$ cat config.mk
export PLATFORM = sky130hd
export DESIGN_NAME = ysyx_220053_mem_arb
export DESIGN_NICKNAME = d
export VERILOG_FILES = /design/src/rtl/ysyx_220053_mem_arb.sv
export SDC_FILE = /design/constraint.sdc
export NUM_CORES = 1
export LEC_CHECK = 0
export ABC_AREA = 1
export BUFFER_PORTS_ARGS = -buffer_cell sky130_fd_sc_hd__buf_2
export CORE_AREA = 2 2 192 194
export CTS_BUF_LIST = sky130_fd_sc_hd__clkbuf_16
export DETAILED_ROUTE_END_ITERATION = 12
export DIE_AREA = 0 0 194 196
export PLACE_DENSITY_LB_ADDON = 0.05
export SLEW_MARGIN = 20
export SYNTH_ARGS = -nofsm -noshare
export SYNTH_HDL_FRONTEND = slang
export SYNTH_SLANG_ARGS = --single-unit
$ cat constraint.sdc
create_clock -name clk -period 7.6 [get_ports clk]
set_input_delay 0 -clock clk [delete_from_list [all_inputs] [get_ports clk]]
set_output_delay 0 -clock clk [all_outputs]
set_load 0.005 [all_outputs]
$ cat src/rtl/ysyx_220053_mem_arb.sv
// ysyx_220053_mem_arb: two-port arbiter (instruction fetch / load-store) in
// front of a single combinational-read memory port.
// One access takes two cycles: ACCESS drives the memory, RESP returns the data.
// Define YSYX_220053_ARB_RR_EN to get round-robin arbitration. Without it,
// LS has fixed priority and a starvation guard force-grants IF.
//
// state    | meaning
// ---------+-------------------------------------------------------------
// S_IDLE   | no transaction in flight, arbitration open
// S_ACCESS | memory port driven from latched request, rdata captured at end
// S_RESP   | owner's rvalid strobe, arbitration open for back-to-back use
module ysyx_220053_mem_arb #(
  parameter int STARVE_MAX = 4
) (
  input  logic        clk,
  input  logic        rst,
  input  logic        if_req,
  input  logic [63:0] if_addr,
  output logic        if_ready,
  output logic        if_rvalid,
  output logic [31:0] if_rdata,
  input  logic        ls_req,
  input  logic [63:0] ls_addr,
  input  logic [2:0]  ls_op,
  input  logic        ls_wen,
  input  logic [63:0] ls_wdata,
  output logic        ls_ready,
  output logic        ls_rvalid,
  output logic [63:0] ls_rdata,
  output logic [63:0] mem_addr,
  output logic [2:0]  mem_op,
  output logic [63:0] mem_wdata,
  output logic        mem_wen,
  input  logic [63:0] mem_rdata
);

  typedef enum logic [1:0] {S_IDLE, S_ACCESS, S_RESP} state_t;

  state_t state, state_nxt;
  logic   owner_ls;
  logic   lat_wen;
  logic   arb_ok;
  logic   grant_if;
  logic   if_acc;
  logic   ls_acc;

`ifdef YSYX_220053_ARB_RR_EN
  logic last_ls;

  // Round-robin: on contention the side not granted last time wins.
  always_comb begin
    grant_if = if_req && (!ls_req || last_ls);
  end

  // Remember who was granted most recently; reset says IF went last.
  always_ff @(posedge clk or posedge rst) begin
    if (rst)         last_ls <= 1'b0;
    else if (if_acc) last_ls <= 1'b0;
    else if (ls_acc) last_ls <= 1'b1;
  end
`else
  logic [3:0] starve_cnt;

  // Fixed priority for LS, overridden once IF has waited STARVE_MAX cycles.
  always_comb begin
    grant_if = if_req && (!ls_req || (starve_cnt == 4'(STARVE_MAX)));
  end

  // Count cycles IF waits without acceptance, saturating at STARVE_MAX.
  always_ff @(posedge clk or posedge rst) begin
    if (rst)                              starve_cnt <= 4'd0;
    else if (!if_req || if_acc)           starve_cnt <= 4'd0;
    else if (starve_cnt != 4'(STARVE_MAX)) starve_cnt <= starve_cnt + 4'd1;
  end
`endif

  // Ready/accept decode; arbitration is only open in IDLE and RESP.
  always_comb begin
    arb_ok   = !rst && ((state == S_IDLE) || (state == S_RESP));
    if_ready = arb_ok && grant_if;
    ls_ready = arb_ok && ls_req && !grant_if;
    if_acc   = if_req && if_ready;
    ls_acc   = ls_req && ls_ready;
  end

  // Next-state and response strobes.
  always_comb begin
    state_nxt = state;
    if_rvalid = 1'b0;
    ls_rvalid = 1'b0;
    mem_wen   = 1'b0;
    case (state)
      S_IDLE:   if (if_acc || ls_acc) state_nxt = S_ACCESS;
      S_ACCESS: begin
        mem_wen   = lat_wen;
        state_nxt = S_RESP;
      end
      S_RESP: begin
        if_rvalid = !owner_ls;
        ls_rvalid = owner_ls;
        state_nxt = (if_acc || ls_acc) ? S_ACCESS : S_IDLE;
      end
      default:  state_nxt = S_IDLE;
    endcase
  end

  // State register.
  always_ff @(posedge clk or posedge rst) begin
    if (rst) state <= S_IDLE;
    else     state <= state_nxt;
  end

  // Request latch on accept and read-data capture at the end of ACCESS.
  always_ff @(posedge clk or posedge rst) begin
    if (rst) begin
      mem_addr  <= 64'd0;
      mem_op    <= 3'b011;
      mem_wdata <= 64'd0;
      lat_wen   <= 1'b0;
      owner_ls  <= 1'b0;
      if_rdata  <= 32'd0;
      ls_rdata  <= 64'd0;
    end else begin
      if (if_acc) begin
        mem_addr  <= if_addr;
        mem_op    <= 3'b100;
        mem_wdata <= 64'd0;
        lat_wen   <= 1'b0;
        owner_ls  <= 1'b0;
      end else if (ls_acc) begin
        mem_addr  <= ls_addr;
        mem_op    <= ls_op;
        mem_wdata <= ls_wdata;
        lat_wen   <= ls_wen;
        owner_ls  <= 1'b1;
      end
      if (state == S_ACCESS) begin
        if (owner_ls) ls_rdata <= lat_wen ? 64'd0 : mem_rdata;
        else          if_rdata <= mem_rdata[31:0];
      end
    end
  end

endmodule

==> impl_metrics.ini <==
[synthesis]
synth_top_area_frac = 0.5588
synth_most_common_cell = nand2_1
syn_area_per_cell_um2 = 7.928
synth_top_cell_by_area = dfrtp_1
synth_edf_count = 0
synth_top_flop_cell = dfrtp_1
syn_nets = 1582
synth_common_cells = nand2_1, dfrtp_1, nand3_1
synth_area_mm2 = 0.01043
synthArstFlopShare = 1.000
synth-seq-area-share = 0.5639
synthCells = 1316
synth-seq-cells = 235
synthTopCellsByArea = dfrtp_1, nand2_1, nand3_1
yosys_warnings = 0
yosysUniqueCellTypes = 24

[sta]
rsz0062_at_grt = no
hold_viol = 0
slew_headroom = 0.3604
worst_slew_pin_slew_ns = 0.9594
fin_crit_sh = 0.4833
finalSetupViolations = 0
tns_ns = 0
fin_hold_ws_ns = 0.1759
skew_ns = 0.01272
max_freq_ghz = 0.2722
slew_viol_final = 0
setup_slack_ns = 3.927
finalCriticalPeriod_ns = 3.673

[worst_setup_path]
r2r_slack_ns = 3.93
worstSetupStartpoint = state[0]
cp-endpoint = mem_addr[43]
worstSetupStartpointType = flip-flop
r2r-end = mem_addr[43]
worstPathRequired_ns = 8.07
r2r_cells = 11
crit_path_max_fanout = 65
arrival_ns = 4.14
rr_startpoint = state[0]
end_kind = flip-flop
worstSetupPathType = reg2reg

[finish]
syn_to_final_growth_pct = 60.08
nNetsFinal = 2296
seq_area_mm2 = 0.005883
drive_above_1_share = 0.2711
multi_input_area_mm2 = 0.003867
stdcell_area_mm2 = 0.01670
final_cells = 2517
n_fill_cell = 3706

[drt]
routed_via_density = 4.477
detail_route.first_pass.iterations = 4
wl_per_cell_um = 16.33
wirelength_um = 41110
route.detailed.drc = 0
postRouteAntennaNets = 0
initialDrtViolationCount = 409
dr_total_vias = 11269

[min_path]
hold_path_class = in2async

[floorplan]
dieArea_mm2 = 0.03802
start_util = 0.2891
rows = 70
die_w_um = 194
die_height_um = 196
ioPinCount = 496
core_area_mm2 = 0.03608

[global_route]
grt_overflow_total = 0
antenna_found_initial = 7
grt_usage = 0.2112
grt_pass1_vias = 11608
grt_pass1_wl_um = 64740
grt_max_degree = 97

[placed_design]
post_dp_cell_area_mm2 = 0.01324
pre_cts_slack_ns = 4.931
post-place-cells = 2201
port_buffers = 495
gp_congestion = 0.7532
dp_hpwl_um = 26470

[clocking]
path_clk_slew_ns = 0.06
cts.sinks = 235
numCtsBuffers = 28
cts.path.max_buffers = 3
clock_latency_ns = 0.55
cts_max_level = 1
cts_root_buf = clkbuf_16
cts_tree = yes

[pwr]
p_leak_nw = 9.341
vdd_drop_max_uv = 182.0
powerDensity_mw_per_mm2 = 239.9

[outcome]
status = finished clean

[flow_run]
cap_viol_max_count = 0
critical path: stages, from the launching register on:
cell	delay, ns
dfrtp_1	0.45
nor2_4	0.14
buf_4	0.61
nand2_1	0.28
inv_2	0.09
buf_4	0.59
nand2_1	0.11
nand2_1	0.10
nand2_1	0.05
dlygate4sd3_1	0.56
nand2_1	0.06
dlygate4sd3_1	0.54
power by group:
part | leakage (nW) | switching [W] | internal [W] | total [W]
Sequential | 2.93 | 0.000154 | 0.00156 | 0.00171
Clock | 0.413 | 0.000527 | 0.000658 | 0.00118
Combinational | 6.00 | 0.000602 | 0.000508 | 0.00111
Total | 9.34 | 0.00128 | 0.00272 | 0.00401
cell type report:
class	instances	share of cell area
diodes	2	0.0002996
repair buffers	777	0.3151
clock buffers	28	0.04195
multi-input cells	907	0.2316
flip-flops and latches	235	0.3522
well taps	468	0.03506
inverters	81	0.01873
clock inverters	19	0.005094
through the flow:
stage	total power, W	util
floorplan	0.002160	-
global placement	0.002726	0.3669
detailed placement	0.002733	0.3669
CTS	0.004072	0.4627
global route	0.004283	0.4629
finish	0.004006	0.4629
cell families (layout without fill, tap and decap cells):
family / count (synthesis) / after routing / synth area share
flip-flops: 235 / 235 / 0.5639
other: 0 / 2 / 0
AND/OR/NAND/NOR: 833 / 833 / 0.3287
adder cells (fa/ha/maj): 2 / 2 / 0.002398
AO/OA/AOI/OAI: 70 / 70 / 0.03466
buffers and inverters: 174 / 905 / 0.06871
XOR/XNOR: 2 / 2 / 0.001679
layout by cell type (no fill, tap or decap), drive strengths merged:
cell	Yosys	routed
nor3	2	2
o211ai	1	1
a21oi	3	3
nand2	659	659
clkinv	1	12
xor2	2	2
dfstp	2	2
nand3	99	99
dlygate4sd3	0	267
clkbuf	44	28
inv	80	88
nand3b	1	1
ha	2	2
buf	49	510
diode	0	2
dfrtp	233	233
nor2	8	8
nand4	64	64
o21ai	66	66
routing by layer:
metal | GRT usage | part of all wire | up-vias
li1 | - | - | 5558
met1 | 0.2660 | 0.42 | 5243
met2 | 0.3532 | 0.48 | 387
met3 | 0.05570 | 0.072 | 75
met4 | 0.06874 | 0.031 | 6
met5 | 0 | 0.0011 | -
flip-flops by register name (all words and copies together), names as in the netlist:
name        flops
starve_cnt      4
state           2
if_rdata       32
lat_wen         1
owner_ls        1
mem_addr       64
mem_op          3
mem_wdata      64
ls_rdata       64
worst min path at each step:
stage | end | startpoint | cells after the start | slack [ns]
detailed placement | mem_wdata[61] | ls_wdata[61] | 3 | 0.20
CTS | mem_wdata[38] | ls_wdata[38] | 4 | 0.15
global route | mem_wdata[50] | ls_wdata[50] | 4 | 0.17
finish | owner_ls | rst | 3 | 0.18
global placement | mem_wdata[35] | ls_wdata[35] | 3 | 0.19
floorplan | mem_op[0] | ls_op[0] | 2 | 0.09
timing repair:
action                                 CTS  global route
resized for setup                        0             0
hold buffers                           267             0
setup buffers                            0             0
endpoints found under the hold margin  321             0
No activity file was read; power rests on OpenSTA's default activity.
